File: src/rtl/inv_shift_rows_stream_pkg.sv
// Shared constants, types and index tables for the byte-serial AES InvShiftRows stage.
// Byte k of a state sits at row r = k/4, column c = k%4 (row-major, byte 0 first).
//   INV_SHIFT_SRC : output byte k is taken from input byte INV_SHIFT_SRC[k]
//                   (row r rotated right by r).
//   FWD_SHIFT_SRC : the matching encrypt-side ShiftRows table (row r rotated left by r).
//                   It is used to undo the stage when checking it.
package inv_shift_rows_stream_pkg;

  localparam int BYTE_W    = 8;
  localparam int NUM_BYTES = 16;

  typedef logic [3:0] idx_t;

  localparam idx_t LAST_IDX = 4'd15;

  localparam idx_t INV_SHIFT_SRC [0:15] = '{
    4'd0,  4'd1,  4'd2,  4'd3,
    4'd7,  4'd4,  4'd5,  4'd6,
    4'd10, 4'd11, 4'd8,  4'd9,
    4'd13, 4'd14, 4'd15, 4'd12
  };

  localparam idx_t FWD_SHIFT_SRC [0:15] = '{
    4'd0,  4'd1,  4'd2,  4'd3,
    4'd5,  4'd6,  4'd7,  4'd4,
    4'd10, 4'd11, 4'd8,  4'd9,
    4'd15, 4'd12, 4'd13, 4'd14
  };

  function automatic idx_t inv_shift_src(input idx_t k);
    return INV_SHIFT_SRC[k];
  endfunction

  function automatic idx_t fwd_shift_src(input idx_t k);
    return FWD_SHIFT_SRC[k];
  endfunction

endpackage

File: src/rtl/inv_shift_rows_stream_if.sv
// Byte-stream bundle for inv_shift_rows_stream.
//   s_valid/s_ready/s_data/s_last : input byte stream, byte 15 of each state tagged by s_last
//   m_valid/m_ready/m_data/m_last : output byte stream, byte 15 of each state tagged by m_last
//   err_frame                     : sticky framing error reported by the stage
// Modports:
//   slave  : the stage itself (consumes s_*, produces m_* and err_frame)
//   master : the environment around the stage (produces s_*, consumes m_*)
interface inv_shift_rows_stream_if;
  import inv_shift_rows_stream_pkg::*;

  logic              s_valid;
  logic              s_ready;
  logic [0:BYTE_W-1] s_data;
  logic              s_last;
  logic              m_valid;
  logic              m_ready;
  logic [0:BYTE_W-1] m_data;
  logic              m_last;
  logic              err_frame;

  modport slave (
    input  s_valid, s_data, s_last, m_ready,
    output s_ready, m_valid, m_data, m_last, err_frame
  );

  modport master (
    output s_valid, s_data, s_last, m_ready,
    input  s_ready, m_valid, m_data, m_last, err_frame
  );

endinterface

File: src/rtl/inv_shift_rows_stream_state_bank16.sv
// One 16-entry byte buffer holding a single AES state.
//   clk   : rising-edge clock
//   we    : write enable
//   widx  : write byte index
//   wdata : write byte
//   ridx  : read byte index (asynchronous read)
//   rdata : byte at ridx
module inv_shift_rows_stream_state_bank16
  import inv_shift_rows_stream_pkg::*;
#(
  parameter int W = BYTE_W
) (
  input  logic         clk,
  input  logic         we,
  input  idx_t         widx,
  input  logic [0:W-1] wdata,
  input  idx_t         ridx,
  output logic [0:W-1] rdata
);

  logic [0:W-1] mem [0:15];

  // NOTE: the storage array has no reset; the owner's full flag says when its contents
  // are meaningful, so clearing it would only cost reset fan-out.
  always_ff @(posedge clk) begin
    if (we) begin
      mem[widx] <= wdata;
    end
  end

  assign rdata = mem[ridx];

endmodule

File: src/rtl/inv_shift_rows_stream.sv
// Byte-serial AES InvShiftRows stage with two state buffers.
// One bank fills from the input stream while the other drains in inverse-shifted order,
// sustaining one byte per cycle in both directions.
//   clk : rising-edge clock
//   rst : synchronous, active-high reset; drops any partial or undrained state
//   bus : inv_shift_rows_stream_if.slave (s_* input stream, m_* output stream, err_frame)
// Output signals depend only on registers (and rst), never on s_*.
module inv_shift_rows_stream
  import inv_shift_rows_stream_pkg::*;
#(
  parameter int BYTE_W    = 8,
  parameter int NUM_BYTES = 16
) (
  input  logic                  clk,
  input  logic                  rst,
  inv_shift_rows_stream_if.slave bus
);

  if (BYTE_W != 8 || NUM_BYTES != 16) begin : gen_bad_params
    $error("inv_shift_rows_stream supports only BYTE_W=8 and NUM_BYTES=16");
  end

  logic              wrBank;
  logic              rdBank;
  idx_t              wrIdx;
  idx_t              rdIdx;
  logic [1:0]        full;
  logic              errFrame;

  logic              sAccept;
  logic              earlyLast;
  logic              storeByte;
  logic              mValid;
  logic              mAccept;
  idx_t              srcIdx;
  logic [0:BYTE_W-1] rdData [2];

  // A full bank is never writable, so filling and draining always touch different banks.
  assign bus.s_ready = !rst && !full[wrBank];
  assign sAccept     = bus.s_valid && bus.s_ready;
  // s_last before byte 15 aborts the partial state; that byte is not stored.
  assign earlyLast   = sAccept && bus.s_last && (wrIdx != LAST_IDX);
  assign storeByte   = sAccept && !earlyLast;

  assign mValid      = !rst && full[rdBank];
  assign mAccept     = mValid && bus.m_ready;
  assign srcIdx      = inv_shift_src(rdIdx);

  assign bus.m_valid   = mValid;
  assign bus.m_data    = rdData[rdBank];
  assign bus.m_last    = mValid && (rdIdx == LAST_IDX);
  assign bus.err_frame = errFrame;

  for (genvar b = 0; b < 2; b++) begin : gen_bank
    inv_shift_rows_stream_state_bank16 #(.W(BYTE_W)) u_bank (
      .clk   (clk),
      .we    (storeByte && (wrBank == 1'(b))),
      .widx  (wrIdx),
      .wdata (bus.s_data),
      .ridx  (srcIdx),
      .rdata (rdData[b])
    );
  end

  // NOTE: all state here is written with non-blocking assignments so every read in this
  // block sees the pre-edge value, e.g. full[wrBank] and full[rdBank] in the same cycle.
  always_ff @(posedge clk) begin
    if (rst) begin
      wrBank   <= 1'b0;
      rdBank   <= 1'b0;
      wrIdx    <= '0;
      rdIdx    <= '0;
      full     <= '0;
      errFrame <= 1'b0;
    end else begin
      if (earlyLast) begin
        wrIdx    <= '0;
        errFrame <= 1'b1;
      end else if (storeByte) begin
        if (wrIdx == LAST_IDX) begin
          full[wrBank] <= 1'b1;
          wrBank       <= ~wrBank;
          wrIdx        <= '0;
          // A missing s_last is flagged, but the state is still complete and is kept.
          if (!bus.s_last) begin
            errFrame <= 1'b1;
          end
        end else begin
          wrIdx <= wrIdx + 4'd1;
        end
      end

      if (mAccept) begin
        if (rdIdx == LAST_IDX) begin
          full[rdBank] <= 1'b0;
          rdBank       <= ~rdBank;
          rdIdx        <= '0;
        end else begin
          rdIdx <= rdIdx + 4'd1;
        end
      end
    end
  end

endmodule

File: src/flat_wrapper.sv
// flat-port wrapper written by rule: the top's interface ports become plain ports
module inv_shift_rows_stream_flat import inv_shift_rows_stream_pkg::*;
#(
  parameter int BYTE_W    = 8,
  parameter int NUM_BYTES = 16
)
  (clk, rst, bus_s_valid, bus_s_data, bus_s_last, bus_m_ready, bus_s_ready, bus_m_valid, bus_m_data, bus_m_last, bus_err_frame);
  inv_shift_rows_stream_if bus_i ();
  input  logic clk;
  input  logic rst;
  input wire logic [$bits(bus_i.s_valid)-1:0] bus_s_valid;
  input wire logic [$bits(bus_i.s_data)-1:0] bus_s_data;
  input wire logic [$bits(bus_i.s_last)-1:0] bus_s_last;
  input wire logic [$bits(bus_i.m_ready)-1:0] bus_m_ready;
  output wire logic [$bits(bus_i.s_ready)-1:0] bus_s_ready;
  output wire logic [$bits(bus_i.m_valid)-1:0] bus_m_valid;
  output wire logic [$bits(bus_i.m_data)-1:0] bus_m_data;
  output wire logic [$bits(bus_i.m_last)-1:0] bus_m_last;
  output wire logic [$bits(bus_i.err_frame)-1:0] bus_err_frame;
  assign bus_i.s_valid = bus_s_valid;
  assign bus_i.s_data = bus_s_data;
  assign bus_i.s_last = bus_s_last;
  assign bus_i.m_ready = bus_m_ready;
  assign bus_s_ready = bus_i.s_ready;
  assign bus_m_valid = bus_i.m_valid;
  assign bus_m_data = bus_i.m_data;
  assign bus_m_last = bus_i.m_last;
  assign bus_err_frame = bus_i.err_frame;
  inv_shift_rows_stream #(.BYTE_W(BYTE_W), .NUM_BYTES(NUM_BYTES)) u_core (.clk(clk), .rst(rst), .bus(bus_i));
endmodule
File: config.mk
export PLATFORM = sky130hd
export DESIGN_NAME = inv_shift_rows_stream_flat
export DESIGN_NICKNAME = d
export VERILOG_FILES = /design/src/rtl/inv_shift_rows_stream_pkg.sv /design/src/rtl/inv_shift_rows_stream_if.sv /design/src/rtl/inv_shift_rows_stream_state_bank16.sv /design/src/rtl/inv_shift_rows_stream.sv /design/src/flat_wrapper.sv
export SDC_FILE = /design/constraint.sdc
export NUM_CORES = 1
export LEC_CHECK = 0
export ABC_AREA = 1
export ABC_CLOCK_PERIOD_IN_PS = 3300
export CORE_ASPECT_RATIO = 1.5
export CORE_MARGIN = 5
export CORE_UTILIZATION = 40
export CTS_CLUSTER_SIZE = 12
export DETAILED_ROUTE_END_ITERATION = 8
export GPL_TIMING_DRIVEN = 0
export RECOVER_POWER = 25
export SYNTH_ARGS = -nofsm -noshare
export SYNTH_HDL_FRONTEND = slang
export SYNTH_SLANG_ARGS = --single-unit
File: constraint.sdc
create_clock -name clk -period 3.3 [get_ports clk]
set_clock_uncertainty 0.15 [all_clocks]
set_input_delay 0.66 -clock clk [delete_from_list [all_inputs] [get_ports clk]]
set_output_delay 0.66 -clock clk [all_outputs]
set_load 0.1 [all_outputs]
==> results.json, run 1 <==
{
  "status": "complete, but fails checks",
  "violations": "capacitance limit, slew limit, setup timing",
  "slew_headroom": -0.369,
  "grt_pass1_vias": 8379,
  "path_depth": 15,
  "ys.flop_type": "edfxtp_1",
  "path_clk_slew_ns": 0.06,
  "clock_path_buffers": 3,
  "worstReg2RegStart": "u_core.wrIdx[0]$_SDFFE_PP0N_",
  "grt_antenna_before_repair": 0,
  "synth.distinct_cells": 27,
  "peakVddDrop_mv": 0.309,
  "cpPeakStageDelay_ns": 0.35,
  "insertion_delay_ns": 0.53,
  "reg2reg_slack_ns": 0.43,
  "cts_made_buffers": 27,
  "clkSinkCount": 269,
  "vias": 8442,
  "antenna_cells": 0,
  "netlist_area_sq_mm": 0.0121,
  "path_cells": "inv_4 -> ha_2 -> nor2_4 -> nand2_8 -> buf_12 -> buf_12 -> nand3_1 -> nand3_2 -> nand3_4 -> nand2_2 -> nor2_2 -> nand2_1 -> nand2_2 -> inv_2 -> buf_12",
  "min_period_over_period": 1.05,
  "pwr_density_cell_mw_per_mm2": 456,
  "dr.first_iter.drc_count": 673,
  "setup_viol": 8,
  "pin_count": 25,
  "synth-seq-cells": 269,
  "critPathArrivalTime_ns": 2.67,
  "rows": 78,
  "hold_buffers": 0,
  "worst_slack_ns": -0.179,
  "routabilityCongestion": 0.894,
  "cts_tree": "built",
  "synth_edf_count": 256,
  "critPathCapture": "bus_m_data[2]",
  "start_util": 0.402,
  "fin_util": 0.500,
  "drive_above_1_share": 0.241,
  "cp_common_cell": "buf_12",
  "synthCells": 1116,
  "die_x_um": 152,
  "async_flop_share": 0,
  "critPathRequiredTime_ns": 2.49,
  "rsz0062_at_grt": "true",
  "cp_max_fo": 10,
  "crit_start": "u_core.rdIdx[0]$_SDFFE_PP0P_",
  "dieArea_sq_mm": 0.0340,
  "power_uw": 6880,
  "cp_top_family": "simple AND/OR/NAND/NOR gates",
  "post_synth.cell_area_avg_sq_um": 10.9,
  "synth_nets": 1136,
  "end_kind": "primary output",
  "vias_per_cell": 5.25,
  "first_pass_iters": 7,
  "root_buffer": "clkbuf_16",
  "drc": 0,
  "grt_max_degree": 33,
  "hold_class": "reg2reg",
  "routed_wl_mm": 34.7,
  "r2r_end": "u_core.gen_bank[1].u_bank.mem[12][0]$_DFFE_PP_",
  "drv_cap": 7,
  "grtUsageTotal": 0.199,
  "hpwlAfterDp_mm": 22.9,
  "port_buffers": 24,
  "cts_max_level": 1,
  "coreArea_sq_mm": 0.0302,
  "area_growth_pct": 24.3,
  "fmax_mhz": 287,
  "ys_warn_count": 0,
  "p_leak_uw": 0.00566,
  "finalHoldViolCount": 0,
  "min_period_ns": 3.48,
  "startpoint_type": "flip-flop",
  "rr_worst_depth": 7,
  "crit_buf_inv": 5,
  "layout.nets": 1208,
  "die_y_um": 223,
  "antenna_left": 0,
  "grt_pass1_wl_mm": 51.3,
  "critPathKind": "reg2out",
  "seq_area_frac_synth": 0.655,
  "slew_viol_final": 231,
  "post_drt_wl_per_cell_um": 21.6,
  "worst_pin_slew_ns": 2.05,
  "grt_overflow_total": 0,
  "crit_path_top_delay_cell": "dfxtp_2"
}
[cell usage after synthesis (7+ instances only)]
| cell type | instances | area (sq um) |
|---|---|---|
| buf_2 | 32 | 160 |
| nand3_1 | 229 | 1150 |
| buf_4 | 8 | 60.1 |
| nand3b_1 | 88 | 661 |
| dfxtp_1 | 13 | 260 |
| buf_6 | 18 | 203 |
| nand2_1 | 203 | 762 |
| edfxtp_1 | 256 | 7690 |
| nor3_1 | 10 | 50.1 |
| ha_1 | 7 | 87.6 |
| a21oi_1 | 26 | 130 |
| nor2_1 | 68 | 255 |
| inv_1 | 122 | 458 |
[routing by layer]
metal	track usage	up-vias	wire length [um]
li1	-	3969	-
met1	0.229	4057	12900
met2	0.360	306	17700
met3	0.0212	110	1740
met4	0.115	0	2430
met5	0	-	0
[worst register-to-register path, cell delays in order (launching register included)]
cell	delay, ns
dfxtp_1	0.40
ha_1	0.37
nand3_1	0.15
nand2_1	0.16
nand2_4	0.09
inv_4	0.10
nand2_4	0.11
nor3_1	0.97
[final cells by class]
cell class / instances / area, sq um
multi-input cells: 655 / 4130
fillers: 2551 / 15100
well taps: 400 / 500
inverters: 128 / 489
clock buffers: 46 / 767
plain buffers: 65 / 634
repair buffers: 42 / 544
flip-flops and latches: 269 / 7950
clock inverters: 3 / 65.1
[where the power goes]
group	internal, uW	total [uW]	switching [uW]
clock network	1720	2960	1230
registers	3740	3750	2.49
logic	36.9	176	139
[logic make-up after synthesis]
logic type	count (synthesis)	synth area share
and+or+nand+nor	610	0.245
DFF	269	0.655
buffers and inverters	194	0.0771
AOI/OAI and AO/OA	36	0.0156
adders and majority gates	7	0.00722
[cell usage in the layout, fill, tap and decap left out, types with 15 or more instances in the layout]
| cell | n |
|---|---|
| nand2_2 | 23 |
| clkbuf_16 | 28 |
| inv_1 | 110 |
| buf_2 | 17 |
| nand3b_1 | 88 |
| a21oi_4 | 15 |
| clkbuf_1 | 26 |
| inv_2 | 15 |
| nand2_1 | 181 |
| buf_4 | 18 |
| buf_6 | 20 |
| nor2_1 | 53 |
| nand3_1 | 150 |
| buf_12 | 18 |
| nand3_2 | 66 |
| edfxtp_1 | 256 |
[timing repair]
item | CTS | global route
cloned | 4 | 1
gates resized for setup | 307 | 30
endpoints found under the setup margin | 11 | 33
buffers inserted | 10 | 4
endpoints found under the hold margin | 0 | 0
pin swaps | 75 | 29
[how the worst min path moves through the flow]
| stage | from | end | slack (ns) | depth (start not counted) |
|---|---|---|---|---|
| 2_1_floorplan | u_core.rdIdx[0]$_SDFFE_PP0P_ | u_core.rdIdx[0]$_SDFFE_PP0P_ | 0.31 | 2 |
| 3_3_place_gp | u_core.bus.err_frame$_SDFFE_PP0P_ | u_core.bus.err_frame$_SDFFE_PP0P_ | 0.32 | 2 |
| 3_5_place_dp | u_core.bus.err_frame$_SDFFE_PP0P_ | u_core.bus.err_frame$_SDFFE_PP0P_ | 0.32 | 2 |
| 4_1_cts | u_core.bus.err_frame$_SDFFE_PP0P_ | u_core.bus.err_frame$_SDFFE_PP0P_ | 0.35 | 2 |
| 5_1_grt | u_core.bus.err_frame$_SDFFE_PP0P_ | u_core.bus.err_frame$_SDFFE_PP0P_ | 0.37 | 2 |
| 6_report | u_core.bus.err_frame$_SDFFE_PP0P_ | u_core.bus.err_frame$_SDFFE_PP0P_ | 0.34 | 2 |
[registers in the layout, indices dropped and copies added (netlist names)]
signal,count
u_core.wrIdx,4
u_core.rdBank,1
u_core.full,2
u_core.rdIdx,4
u_core.bus.err_frame,1
u_core.gen_bank.u_bank.mem,256
u_core.wrBank,1
[through the flow]
step | area, sq um | setup slack, ns | hold slack (ns) | TNS (ns) | instances
detailed placement | 12900 | -0.945 | 0.325 | -60.40 | 1541
floorplan | 12200 | 0.0707 | 0.305 | 0 | 1116
CTS | 14900 | -0.139 | 0.345 | -0.969 | 1604
global route | 15100 | -0.228 | 0.365 | -1.74 | 1608
finish | 15100 | -0.179 | 0.341 | -1.29 | 1608
global placement | 12900 | -0.945 | 0.321 | -52.77 | 1540
Power figures use the tool's default switching activity.
==> inputs of run 2 (changes only) <==
- CELL_PAD_IN_SITES_DETAIL_PLACEMENT: unset -> 0
- CELL_PAD_IN_SITES_GLOBAL_PLACEMENT: unset -> 1
- PLACE_DENSITY_LB_ADDON: unset -> 0.1
==> results.json, run 2 (synthesized netlist as in run 1, its figures left out) <==
{
  "grt_overflow_total": 0,
  "critPathKind": "reg2out",
  "largest_reg_flops": 256,
  "grt_antenna_before_repair": 0,
  "violations": "capacitance limit, slew limit, setup timing",
  "vias": 8239,
  "layout.nets": 1219,
  "cpPeakStageDelay_ns": 0.37,
  "drive_above_1_share": 0.251,
  "p_comb_frac": 0.026,
  "grtUsageTotal": 0.207,
  "antenna_cells": 0,
  "die_y_um": 223,
  "dieArea_sq_mm": 0.0340,
  "slew_viol_final": 198,
  "fin_util": 0.505,
  "startpoint_type": "flip-flop",
  "placed_cells": 1541,
  "intPower_uw": 5350,
  "cts_max_level": 1,
  "busiest_layer": "met2",
  "swShare": 0.201,
  "critPathArrivalTime_ns": 2.65,
  "finalHoldViolCount": 0,
  "layout_commonest_cell": "edfxtp_1",
  "rows": 78,
  "drc": 0,
  "vias_per_cell": 5.10,
  "port_buffers": 24,
  "pwr-share-clk": 0.415,
  "path_clk_slew_ns": 0.06,
  "met2_usage": 0.396,
  "p_leak_uw": 0.00580,
  "antenna_left": 0,
  "cp_top_family": "simple AND/OR/NAND/NOR gates",
  "rsz0062_at_grt": "true",
  "pin_count": 25,
  "worst_pin_slew_ns": 2.05,
  "status": "complete, but fails checks",
  "hold_class": "reg2reg",
  "fmax_mhz": 289,
  "layout_common_cells": "edfxtp_1 (256), nand2_1 (172), nand3_1 (157)",
  "area_growth_pct": 25.4,
  "end_kind": "primary output",
  "largest_registers": "u_core.gen_bank.u_bank.mem (256), u_core.rdIdx (4), u_core.wrIdx (4)",
  "routabilityCongestion": 0.907,
  "rr_worst_depth": 7,
  "root_buffer": "clkbuf_16",
  "die_x_um": 152,
  "reg2reg_slack_ns": 0.43,
  "layoutNonFillerInstCount": 1617,
  "min_period_ns": 3.46,
  "hpwlAfterDp_mm": 23.8,
  "min_path_cells": 2,
  "cts_made_buffers": 27,
  "slew_headroom": -0.367,
  "post-route-cell-area_sq_mm": 0.0152,
  "hold_buffers": 0,
  "dr.first_iter.drc_count": 517,
  "use_met3": 0.0180,
  "routed_wl_mm": 35.9,
  "worst_slack_ns": -0.158,
  "first_pass_iters": 4,
  "setup_viol": 8,
  "insertion_delay_ns": 0.54,
  "path_cells": "inv_4 -> ha_4 -> nor2_4 -> nand2_4 -> buf_12 -> nand2_8 -> buf_6 -> buf_12 -> buf_16 -> nand2_2 -> nand3_2 -> nand3_2 -> nand2_4 -> nor2_2 -> nand2_2 -> nand2_4 -> inv_4 -> buf_12",
  "start_util": 0.402,
  "pwr_density_cell_mw_per_mm2": 440,
  "min_period_over_period": 1.05,
  "critPathRequiredTime_ns": 2.49,
  "grt_max_degree": 33,
  "grt_pass1_wl_mm": 52.4,
  "crit_path_top_delay_cell": "dfxtp_4",
  "clock_path_buffers": 3,
  "pwr-share-seq": 0.559,
  "coreArea_sq_mm": 0.0302,
  "cts_tree": "built",
  "clkSinkCount": 269,
  "tns_ns": -1.15,
  "largest-register": "u_core.gen_bank.u_bank.mem",
  "drv_cap": 6,
  "dp_slack_ns": -1.08,
  "grt_pass1_vias": 8218,
  "peakVddDrop_mv": 0.375,
  "placed_area_sq_mm": 0.0129,
  "post_drt_wl_per_cell_um": 22.2,
  "crit_buf_inv": 7,
  "path_depth": 18,
  "cp_max_fo": 5,
  "grt.met1_usage": 0.241,
  "switching_power_uw": 1350
}
==> run 2: cell types whose count changed in the layout (fill, tap and decap cells not counted), moves of 3 or more <==
cell / previous run / this run
nand2_4: 6 / 16
nand2_1: 181 / 172
nand3_4: 13 / 4
nand3_1: 150 / 157
buf_6: 20 / 26
clkbuf_1: 26 / 21
buf_12: 18 / 22
clkinv_1: 0 / 3
inv_2: 15 / 12
nor2_1: 53 / 50
==> run 2: layer usage <==
metal / wire, um / up-vias
met5: 0 / -
li1: - / 3994
met3: 984 / 61
met4: 1260 / 0
met1: 14200 / 4021
met2: 19500 / 163
==> run 2: metrics by stage <==
step                      power [uW]  hold WS, ns
final                           6700        0.320
after global routing            6890        0.342
after CTS                       6760        0.323
after detailed placement        3980        0.311
after global placement          3990        0.307
after floorplan                 3880        0.305
==> run 2: worst paths after layout <==
path,endpoint,from
worst max-delay path,bus_m_data[2],u_core.rdIdx[1]$_SDFFE_PP0P_
worst min-delay path,u_core.bus.err_frame$_SDFFE_PP0P_,u_core.bus.err_frame$_SDFFE_PP0P_
worst max register to register,u_core.gen_bank[0].u_bank.mem[14][2]$_DFFE_PP_,u_core.wrIdx[0]$_SDFFE_PP0N_
worst min register to register,u_core.bus.err_frame$_SDFFE_PP0P_,u_core.bus.err_frame$_SDFFE_PP0P_
==> run 2: final cells by class <==
type | instances | area, sq um
Multi-Input combinational cell | 655 | 4100
Sequential cell | 269 | 7950
Buffer | 65 | 669
Inverter | 128 | 490
Timing Repair Buffer | 53 | 721
Tap cell | 400 | 500
Fill cell | 2722 | 14900
Clock inverter | 3 | 11.3
Clock buffer | 44 | 769
==> run 2: tightest hold or removal path, cell delays in order (launching register included) <==
cell and delay [ns]:
dfxtp_1 0.32, nor2_1 0.04, nor2_1 0.07
==> run 2: timing repair <==
action                                 CTS  global route
endpoints found under the hold margin    0             0
pin swaps                               46            57
setup buffers                           17             3
resized for setup                      291            75
gates cloned                             9             2
setup endpoints to repair               11             9
==> run 2: power groups by stage <==
stage                     Clock, uW  Sequential (uW)  Combinational [uW]
final                          2780             3750                 172
after detailed placement          0             3820                 164
after floorplan                   0             3820                58.6
after global routing           2970             3740                 183
after global placement            0             3820                 168
after CTS                      2840             3740                 175
==> inputs of run 3 (changes only) <==
- CAP_MARGIN: unset -> 5
- CORE_UTILIZATION: 40 -> 54
==> results.json, run 3 (synthesized netlist as in run 1, its figures left out) <==
{
  "min-delay-start": "u_core.bus.err_frame$_SDFFE_PP0P_",
  "port_buffers": 24,
  "placed_area_sq_mm": 0.0127,
  "critPathArrivalTime_ns": 2.70,
  "fin_util": 0.672,
  "r2r_end": "u_core.gen_bank[1].u_bank.mem[13][7]$_DFFE_PP_",
  "grt_pass1_wl_mm": 49.4,
  "holdWs_ns": 0.336,
  "routabilityCongestion": 0.876,
  "swShare": 0.202,
  "start_util": 0.546,
  "hold_class": "reg2reg",
  "crit_start": "u_core.rdIdx[0]$_SDFFE_PP0P_",
  "status": "complete, but fails checks",
  "cp_max_fo": 7,
  "setup_viol": 8,
  "routed_wl_mm": 34.0,
  "crit_path_top_delay_cell": "dfxtp_4",
  "cpPeakStageDelay_ns": 0.37,
  "hold_buffers": 0,
  "hpwlAfterDp_mm": 21.7,
  "insertion_delay_ns": 0.53,
  "post_drt_wl_per_cell_um": 22.8,
  "pwr-share-clk": 0.413,
  "reg2reg_slack_ns": 0.42,
  "die_y_um": 194,
  "peakVddDrop_mv": 0.478,
  "worstReg2RegStart": "u_core.wrIdx[0]$_SDFFE_PP0N_",
  "min_period_over_period": 1.06,
  "largest_registers": "u_core.gen_bank.u_bank.mem (256), u_core.rdIdx (4), u_core.wrIdx (4)",
  "pin_count": 25,
  "vias_per_cell": 5.72,
  "cts_tree": "built",
  "clkSinkCount": 269,
  "layout.nets": 1213,
  "grt_overflow_total": 0,
  "antenna_cells": 0,
  "rsz0062_at_grt": "true",
  "critPathRequiredTime_ns": 2.49,
  "path_clk_slew_ns": 0.06,
  "pwr_density_cell_mw_per_mm2": 446,
  "slew_viol_final": 165,
  "grt_max_degree": 33,
  "cts_made_buffers": 26,
  "grt_antenna_before_repair": 0,
  "layout_common_cells": "edfxtp_1 (256), nand2_1 (168), nand3_1 (165)",
  "finalHoldViolCount": 0,
  "root_buffer": "clkbuf_16",
  "drive_above_1_share": 0.242,
  "drv_cap": 5,
  "cts_max_level": 1,
  "rr_worst_depth": 7,
  "first_pass_iters": 6,
  "dieArea_sq_mm": 0.0256,
  "area_growth_pct": 23.1,
  "rows": 67,
  "path_cells": "inv_6 -> ha_4 -> nand2_4 -> nand3_1 -> nand2_4 -> buf_12 -> buf_12 -> nand3_4 -> a21oi_4 -> nor2_2 -> nand2_1 -> nand2_2 -> inv_2 -> buf_12",
  "min_period_ns": 3.51,
  "p_comb_frac": 0.026,
  "end_kind": "primary output",
  "switching_power_uw": 1350,
  "worst_pin_slew_ns": 1.91,
  "clock_path_buffers": 3,
  "dr.first_iter.drc_count": 753,
  "drc": 0,
  "violations": "capacitance limit, slew limit, setup timing",
  "largest_reg_flops": 256,
  "grtUsageTotal": 0.256,
  "post-route-cell-area_sq_mm": 0.0149,
  "cp_common_cell": "buf_12",
  "die_x_um": 132,
  "coreArea_sq_mm": 0.0222,
  "slew_headroom": -0.276,
  "vias": 8522,
  "grt_pass1_vias": 8139,
  "worst_slack_ns": -0.206,
  "p_leak_uw": 0.00575,
  "largest-register": "u_core.gen_bank.u_bank.mem",
  "intPower_uw": 5320,
  "min_to": "u_core.bus.err_frame$_SDFFE_PP0P_",
  "fmax_mhz": 285,
  "critPathKind": "reg2out",
  "layout_commonest_cell": "edfxtp_1",
  "pwr-share-seq": 0.561,
  "startpoint_type": "flip-flop",
  "min_path_cells": 2,
  "antenna_left": 0
}
[run 3: cell count changes in the layout (fill, tap and decap cells not counted), moves of 3 or more]
| cell | delta |
|---|---|
| nand2_2 | +7 |
| a21oi_4 | -4 |
| clkbuf_16 | +5 |
| nand2_4 | -3 |
| buf_12 | -5 |
| nand2_1 | -4 |
| nand3_1 | +8 |
| buf_6 | -5 |
| nand3_2 | -10 |
| clkbuf_1 | +5 |
| a21oi_2 | +4 |
| clkinv_1 | -3 |
[run 3: stage by stage]
stage                     total power (uW)  worst slack (ns)  setup TNS, ns  std cells
after floorplan                       3880            0.0707              0       1116
after global placement                3990             -1.01         -26.12       1416
after detailed placement              3980             -1.02         -31.45       1416
after CTS                             6680            -0.172          -1.10       1479
after global routing                  6850            -0.233          -1.70       1489
final                                 6670            -0.206          -1.33       1489
[run 3: final cells by class]
type                            count  area [sq um]
Timing Repair Buffer               47           677
Buffer                             66           667
Sequential cell                   269          7960
Multi-Input combinational cell    655          4040
Fill cell                        1696          7280
Clock inverter                      1          5.00
Clock buffer                       47           761
Inverter                          128           490
Tap cell                          276           345
[run 3: worst max-delay path, delay by kind of cell, from the launching register on]
kind	cells	cell delay, ns
buf+inv	5	0.58
compound gates	1	0.24
simple gates	7	0.69
fa+ha+maj	1	0.24
flops	1	0.37
[run 3: how the worst max path moves through the flow]
stage	to	slack (ns)
floorplan	bus_m_last	0.07
global placement	bus_m_data[4]	-1.01
detailed placement	bus_m_data[4]	-1.02
CTS	bus_m_data[6]	-0.17
global route	bus_m_data[4]	-0.23
finish	bus_m_data[4]	-0.21
[run 3: what timing repair did]
item | CTS | global route
cloned | 6 | 7
hold endpoints to repair | 0 | 0
setup endpoints to repair | 11 | 10
resized for setup | 238 | 104
pin swaps | 27 | 56
setup buffers | 9 | 3
[run 3: per-layer routing]
| layer | global-route usage | wire length (um) |
|---|---|---|
| met1 | 0.320 | 12800 |
| met2 | 0.449 | 17600 |
| met3 | 0.0291 | 1840 |
| met4 | 0.106 | 1700 |
| met5 | 0 | 0 |
[run 3: power groups by stage]
stage	clock network, uW	registers, uW	logic, uW
4_1_cts	2770	3740	171
3_3_place_gp	0	3820	165
2_1_floorplan	0	3820	58.6
6_report	2750	3740	171
5_1_grt	2930	3740	180
3_5_place_dp	0	3820	162
